`config.mk`:
```
export PLATFORM = sky130hd
export DESIGN_NAME = enemy_spawn_ctrl
export DESIGN_NICKNAME = d
export VERILOG_FILES = /design/src/rtl/enemy_spawn_ctrl.sv
export SDC_FILE = /design/constraint.sdc
export NUM_CORES = 1
export LEC_CHECK = 0
export ABC_CLOCK_PERIOD_IN_PS = 2910
export CAP_MARGIN = 30
export CORE_MARGIN = 8
export CORE_UTILIZATION = 40
export CTS_CLUSTER_DIAMETER = 60
export DETAILED_ROUTE_END_ITERATION = 8
export PLACE_DENSITY = 0.78
export SETUP_SLACK_MARGIN = 0.02
export SLEW_MARGIN = 20
export SYNTH_ARGS = -nofsm -noshare
export SYNTH_HDL_FRONTEND = slang
export SYNTH_SLANG_ARGS = --single-unit
export TNS_END_PERCENT = 1
```
`constraint.sdc`:
```
create_clock -name write_clk -period 2.91 [get_ports write_clk]
set_input_delay 0.582 -clock write_clk [delete_from_list [all_inputs] [get_ports write_clk]]
set_output_delay 0.582 -clock write_clk [all_outputs]
set_load 0.01 [all_outputs]
```
`src/rtl/enemy_spawn_ctrl.sv`:
```
// rtl/enemy_spawn_ctrl.sv - enemy tile map clear/spawn writer with live-enemy count
module enemy_spawn_ctrl #(
  parameter int                    DATA_WIDTH  = 3,
  parameter int                    ADDR_WIDTH  = 15,
  parameter int                    MAP_CELLS   = 192,
  parameter int                    SPAWN_A     = 0,
  parameter int                    SPAWN_B     = 7,
  parameter int                    SPAWN_C     = 15,
  parameter logic [DATA_WIDTH-1:0] SPAWN_CODE  = 3'd1,
  parameter int                    MAX_ENEMIES = 4,
  parameter int                    CNT_WIDTH   = 3
) (
  input  logic                  write_clk,
  input  logic                  rst,
  input  logic                  clear_req,
  input  logic                  spawn_req,
  input  logic                  kill,
  input  logic [DATA_WIDTH-1:0] rd_data,
  output logic [ADDR_WIDTH-1:0] rd_addr,
  output logic [ADDR_WIDTH-1:0] wr_addr,
  output logic [DATA_WIDTH-1:0] wr_data,
  output logic                  we,
  output logic                  busy,
  output logic                  spawn_ack,
  output logic                  spawn_fail,
  output logic [CNT_WIDTH-1:0]  enemy_count
);

  typedef enum logic [2:0] {S_IDLE, S_CLEAR, S_CHECK, S_WRITE, S_FAIL} state_t;

  localparam logic [ADDR_WIDTH-1:0] LAST_CELL = ADDR_WIDTH'(MAP_CELLS - 1);
  localparam logic [CNT_WIDTH-1:0]  CNT_MAX   = CNT_WIDTH'(MAX_ENEMIES);

  state_t                state, state_d;
  logic [1:0]            rr_ptr, rr_ptr_d;
  logic [1:0]            cur_idx, cur_idx_d;
  logic [1:0]            tries, tries_d;
  logic [ADDR_WIDTH-1:0] rd_addr_d, wr_addr_d;
  logic [DATA_WIDTH-1:0] wr_data_d;
  logic                  we_d;
  logic [CNT_WIDTH-1:0]  count_d;

  function automatic logic [ADDR_WIDTH-1:0] cand_addr(input logic [1:0] idx);
    case (idx)
      2'd0:    cand_addr = ADDR_WIDTH'(SPAWN_A);
      2'd1:    cand_addr = ADDR_WIDTH'(SPAWN_B);
      default: cand_addr = ADDR_WIDTH'(SPAWN_C);
    endcase
  endfunction

  function automatic logic [1:0] next_idx(input logic [1:0] idx);
    next_idx = (idx == 2'd2) ? 2'd0 : idx + 2'd1;
  endfunction

  // Status pulses decode directly from the registered state.
  assign busy       = (state != S_IDLE);
  assign spawn_ack  = (state == S_WRITE);
  assign spawn_fail = (state == S_FAIL);

  // Next-state and next values of every registered output; the clear sweep uses wr_addr as its cursor.
  always_comb begin
    state_d   = state;
    rd_addr_d = rd_addr;
    wr_addr_d = wr_addr;
    wr_data_d = wr_data;
    we_d      = 1'b0;
    rr_ptr_d  = rr_ptr;
    cur_idx_d = cur_idx;
    tries_d   = tries;
    count_d   = enemy_count;
    if (kill && enemy_count != '0) begin
      count_d = enemy_count - 1'b1;
    end
    case (state)
      S_IDLE: begin
        if (clear_req) begin
          state_d   = S_CLEAR;
          we_d      = 1'b1;
          wr_addr_d = '0;
          wr_data_d = '0;
        end else if (spawn_req) begin
          if (enemy_count >= CNT_MAX) begin
            state_d = S_FAIL;
          end else begin
            rd_addr_d = cand_addr(rr_ptr);
            cur_idx_d = rr_ptr;
            tries_d   = 2'd0;
            state_d   = S_CHECK;
          end
        end
      end
      S_CLEAR: begin
        count_d = enemy_count;
        if (wr_addr == LAST_CELL) begin
          state_d  = S_IDLE;
          count_d  = '0;
          rr_ptr_d = 2'd0;
        end else begin
          we_d      = 1'b1;
          wr_addr_d = wr_addr + 1'b1;
        end
      end
      S_CHECK: begin
        if (rd_data == '0) begin
          wr_addr_d = rd_addr;
          wr_data_d = SPAWN_CODE;
          we_d      = 1'b1;
          state_d   = S_WRITE;
        end else if (tries == 2'd2) begin
          state_d = S_FAIL;
        end else begin
          tries_d   = tries + 2'd1;
          cur_idx_d = next_idx(cur_idx);
          rd_addr_d = cand_addr(next_idx(cur_idx));
        end
      end
      S_WRITE: begin
        rr_ptr_d = next_idx(cur_idx);
        state_d  = S_IDLE;
        if (kill) begin
          count_d = enemy_count;
        end else if (enemy_count < CNT_MAX) begin
          count_d = enemy_count + 1'b1;
        end
      end
      S_FAIL: begin
        state_d = S_IDLE;
      end
      default: begin
        state_d = S_IDLE;
      end
    endcase
  end

  // State and output registers; reset abandons any sweep or spawn in progress.
  always_ff @(posedge write_clk) begin
    if (rst) begin
      state       <= S_IDLE;
      rd_addr     <= '0;
      wr_addr     <= '0;
      wr_data     <= '0;
      we          <= 1'b0;
      rr_ptr      <= 2'd0;
      cur_idx     <= 2'd0;
      tries       <= 2'd0;
      enemy_count <= '0;
    end else begin
      state       <= state_d;
      rd_addr     <= rd_addr_d;
      wr_addr     <= wr_addr_d;
      wr_data     <= wr_data_d;
      we          <= we_d;
      rr_ptr      <= rr_ptr_d;
      cur_idx     <= cur_idx_d;
      tries       <= tries_d;
      enemy_count <= count_d;
    end
  end

endmodule
```
==> impl_metrics.toml <==
[cts]
cts_inserted_buffers = 5
cts_buffer_depth = 2
clk_pin_slew_worst_paths_ps = 60
post_cts_buffers = 0
cts_sinks = 31
ctsHtreeMaxLevel = 2
postCtsHoldBufs = 0
cts-root-buf = "clkbuf_8"
clkLatencyLatePin_ps = 280
cts_tree = "done"
cts_resized = 0

[synthesis]
synthCells = 228
syn_area_sq_um = 1860
async_reset_ff_share_pct = 0
synth_top_cells_by_count = "31 x dfxtp_1, 26 x nor2_1, 19 x nand2_1, 17 x a21oi_1, 16 x buf_4"
ys_dominant_reg_cell = "dfxtp_1"
synthesis.area_per_instance_sq_um = 8.14
synth_edf_count = 0
synth_top_area_cell = "dfxtp_1"
yosys_warnings = 0
synth_top_area_share_pct = 33.4
ys_ff_latch = 31
synth_area_leaders = "dfxtp_1 33%, buf_4 6.5%, nor2_1 5.3%"
synth_cell_types = 51
synth_most_common_cell = "dfxtp_1"
ys_seq_area_share_pct = 33.4

[die]
die_area_sq_um = 7080
core_area_sq_um = 4410
start_util_pct = 42.1
io_pins = 48
rows = 24
die_w_microns = 84.1
die_h_microns = 84.1

[place]
hpwl_microns = 3230
dpl_cell_area_sq_um = 2130
port_buffers = 34
globalplace.congestion = 0.823

[route]
vias_per_cell = 5.45
drt_pass1_iterations = 4
drt-met1-wl_microns = 2000
dr_wl_met3_microns = 228
drc = 0
top_layer = "met4"
finalWirelength_microns = 4360
num_vias = 1680
drt_iter0_markers = 182
post_drt_wl_per_cell_microns = 14.1
wl_met2_microns = 2020
antenna_left = 0

[worst_setup_path]
r2r_start = "wr_addr[0]"
start_kind = "register"
path_max_fanout = 10
critPathCapture = "spawn_ack"
critPathLaunch = "state[0]"
critical_path_arrival_ps = 1960
slowest_stage = "clkdlybuf4s50_1"
criticalPathCategory = "register to output port"
max_stage_delay_ps = 530
cp_cell_sequence = "nor2b_1 -> nand2_1 -> inv_1 -> clkdlybuf4s50_1"
end_kind = "output port"
r2r_end = "wr_addr[2]"
worst_r2r_path_depth = 6
crit_required_ps = 2330
rrSetupSlack_ps = 830

[final_layout]
final_core_util_pct = 50.0
syn2layout_area_growth_pct = 18.9
nNetsFinal = 270
antennaDiodeCount = 0
register_area_sq_um = 621
finalInstanceArea_sq_um = 2210
multiInputGateArea_sq_um = 1060
fill_cells = 441
drive_gt1_share_pct = 5.86

[timing]
period_minus_slack_ps = 2540
rsz0062_at_grt = "no"
setup_tns_ps = 0
skew_ps = 6.39
slew_viol_final = 0
setup_violations = 0
finalCritPeriodShare_pct = 87.2
slew_headroom_pct = 63.8
max_freq_ghz = 0.394
worstMarginPinSlew_ps = 541
timing.final.hold_violations = 0

[grt]
antenna_found_initial = 0
grt_max_degree = 21
grt_overflow = 0
grt_pass1_vias = 1603
grt_pass1_wl_microns = 7370
grt_usage_pct = 12.2

[power]
irDropWorstVdd_mv = 0.207
leakage_nw = 0.786
finalPower_mw = 1.17
cellPowerDensity_nw_per_um2 = 530

[job]
maxCapViolCount = 0

[min_path]
hold_path_class = "register to register"

[run_status]
outcome = "complete, no violations"
cell families (layout without fill, tap and decap cells):
kind of cell | Yosys count | in the layout | synth area share (%)
fa+ha+maj | 5 | 5 | 3.37
buf+inv | 34 | 50 | 11.9
compound gates | 55 | 55 | 20.4
xor+xnor | 9 | 9 | 4.25
flops | 31 | 31 | 33.4
other cells | 1 | 13 | 0.202
mux | 2 | 2 | 1.08
simple gates | 91 | 91 | 25.3
cell usage in the layout (no fill, tap or decap), types with 2 or more instances in the layout:
cell type | synthesis | layout
or3_1 | 4 | 4
conb_1 | 1 | 13
nor2b_1 | 2 | 2
a21oi_1 | 17 | 17
clkdlybuf4s50_1 | 0 | 34
a211oi_1 | 5 | 5
nand3_1 | 4 | 4
a2111oi_0 | 3 | 3
and3_1 | 2 | 2
and2_1 | 2 | 2
nor4_1 | 2 | 2
a311oi_1 | 2 | 2
xor2_1 | 6 | 6
nor3b_1 | 2 | 2
a31oi_1 | 3 | 3
o21a_1 | 2 | 2
o21ai_0 | 8 | 8
nor3_1 | 9 | 9
and4_1 | 3 | 3
ha_1 | 5 | 5
buf_4 | 16 | 3
inv_1 | 7 | 7
nor2_1 | 26 | 26
o211ai_1 | 3 | 3
o2111ai_1 | 2 | 2
dfxtp_1 | 31 | 31
mux2i_1 | 2 | 2
xnor2_1 | 3 | 3
nand4_1 | 5 | 5
clkbuf_8 | 0 | 5
nand2b_1 | 4 | 4
nand2_1 | 19 | 19
report_power, final:
group	total, mW	switching (mW)	internal, mW
sequential	0.505	0.0464	0.459
clock	0.305	0.146	0.159
combinational	0.360	0.202	0.158
total	1.17	0.395	0.776
critical path: cells and delay by family, from the launching register on:
kind | cells | cell delay [ps]
simple gates | 2 | 550
flops | 1 | 490
buf+inv | 2 | 620
how the worst min path moves through the flow:
stage	startpoint	cells past startpoint	slack, ps	endpoint
floorplan	tries[0]	2	460	tries[0]
global placement	tries[0]	2	480	tries[0]
detailed placement	tries[0]	2	490	tries[0]
CTS	tries[0]	2	500	tries[0]
global route	wr_data[0]	2	530	wr_data[0]
finish	tries[0]	2	500	tries[0]
state kept, by name, indices dropped and copies added (netlist names):
signal       flops
wr_data          1
wr_addr         15
state            3
rd_addr          2
rr_ptr           2
we               1
tries            2
cur_idx          2
enemy_count      3
cell type report:
class,count,area share [%]
Inverter,7,1.19
Tap cell,52,2.95
Clock buffer,6,3.29
Timing Repair Buffer,37,16.4
Sequential cell,31,28.1
Multi-Input combinational cell,175,48.0
through the flow:
step	hold WS, ps	setup WS (ps)	instances
after floorplan	464	966	240
after global placement	478	593	302
after detailed placement	488	545	302
after CTS	502	380	308
after global routing	534	217	308
final	499	373	308
layer usage:
metal,vias up,GRT usage [%]
met3,10,4.73
met5,-,0
met1,786,14.1
met4,0,5.81
li1,849,-
met2,35,19.2
No activity file was read; power rests on OpenSTA's default activity.
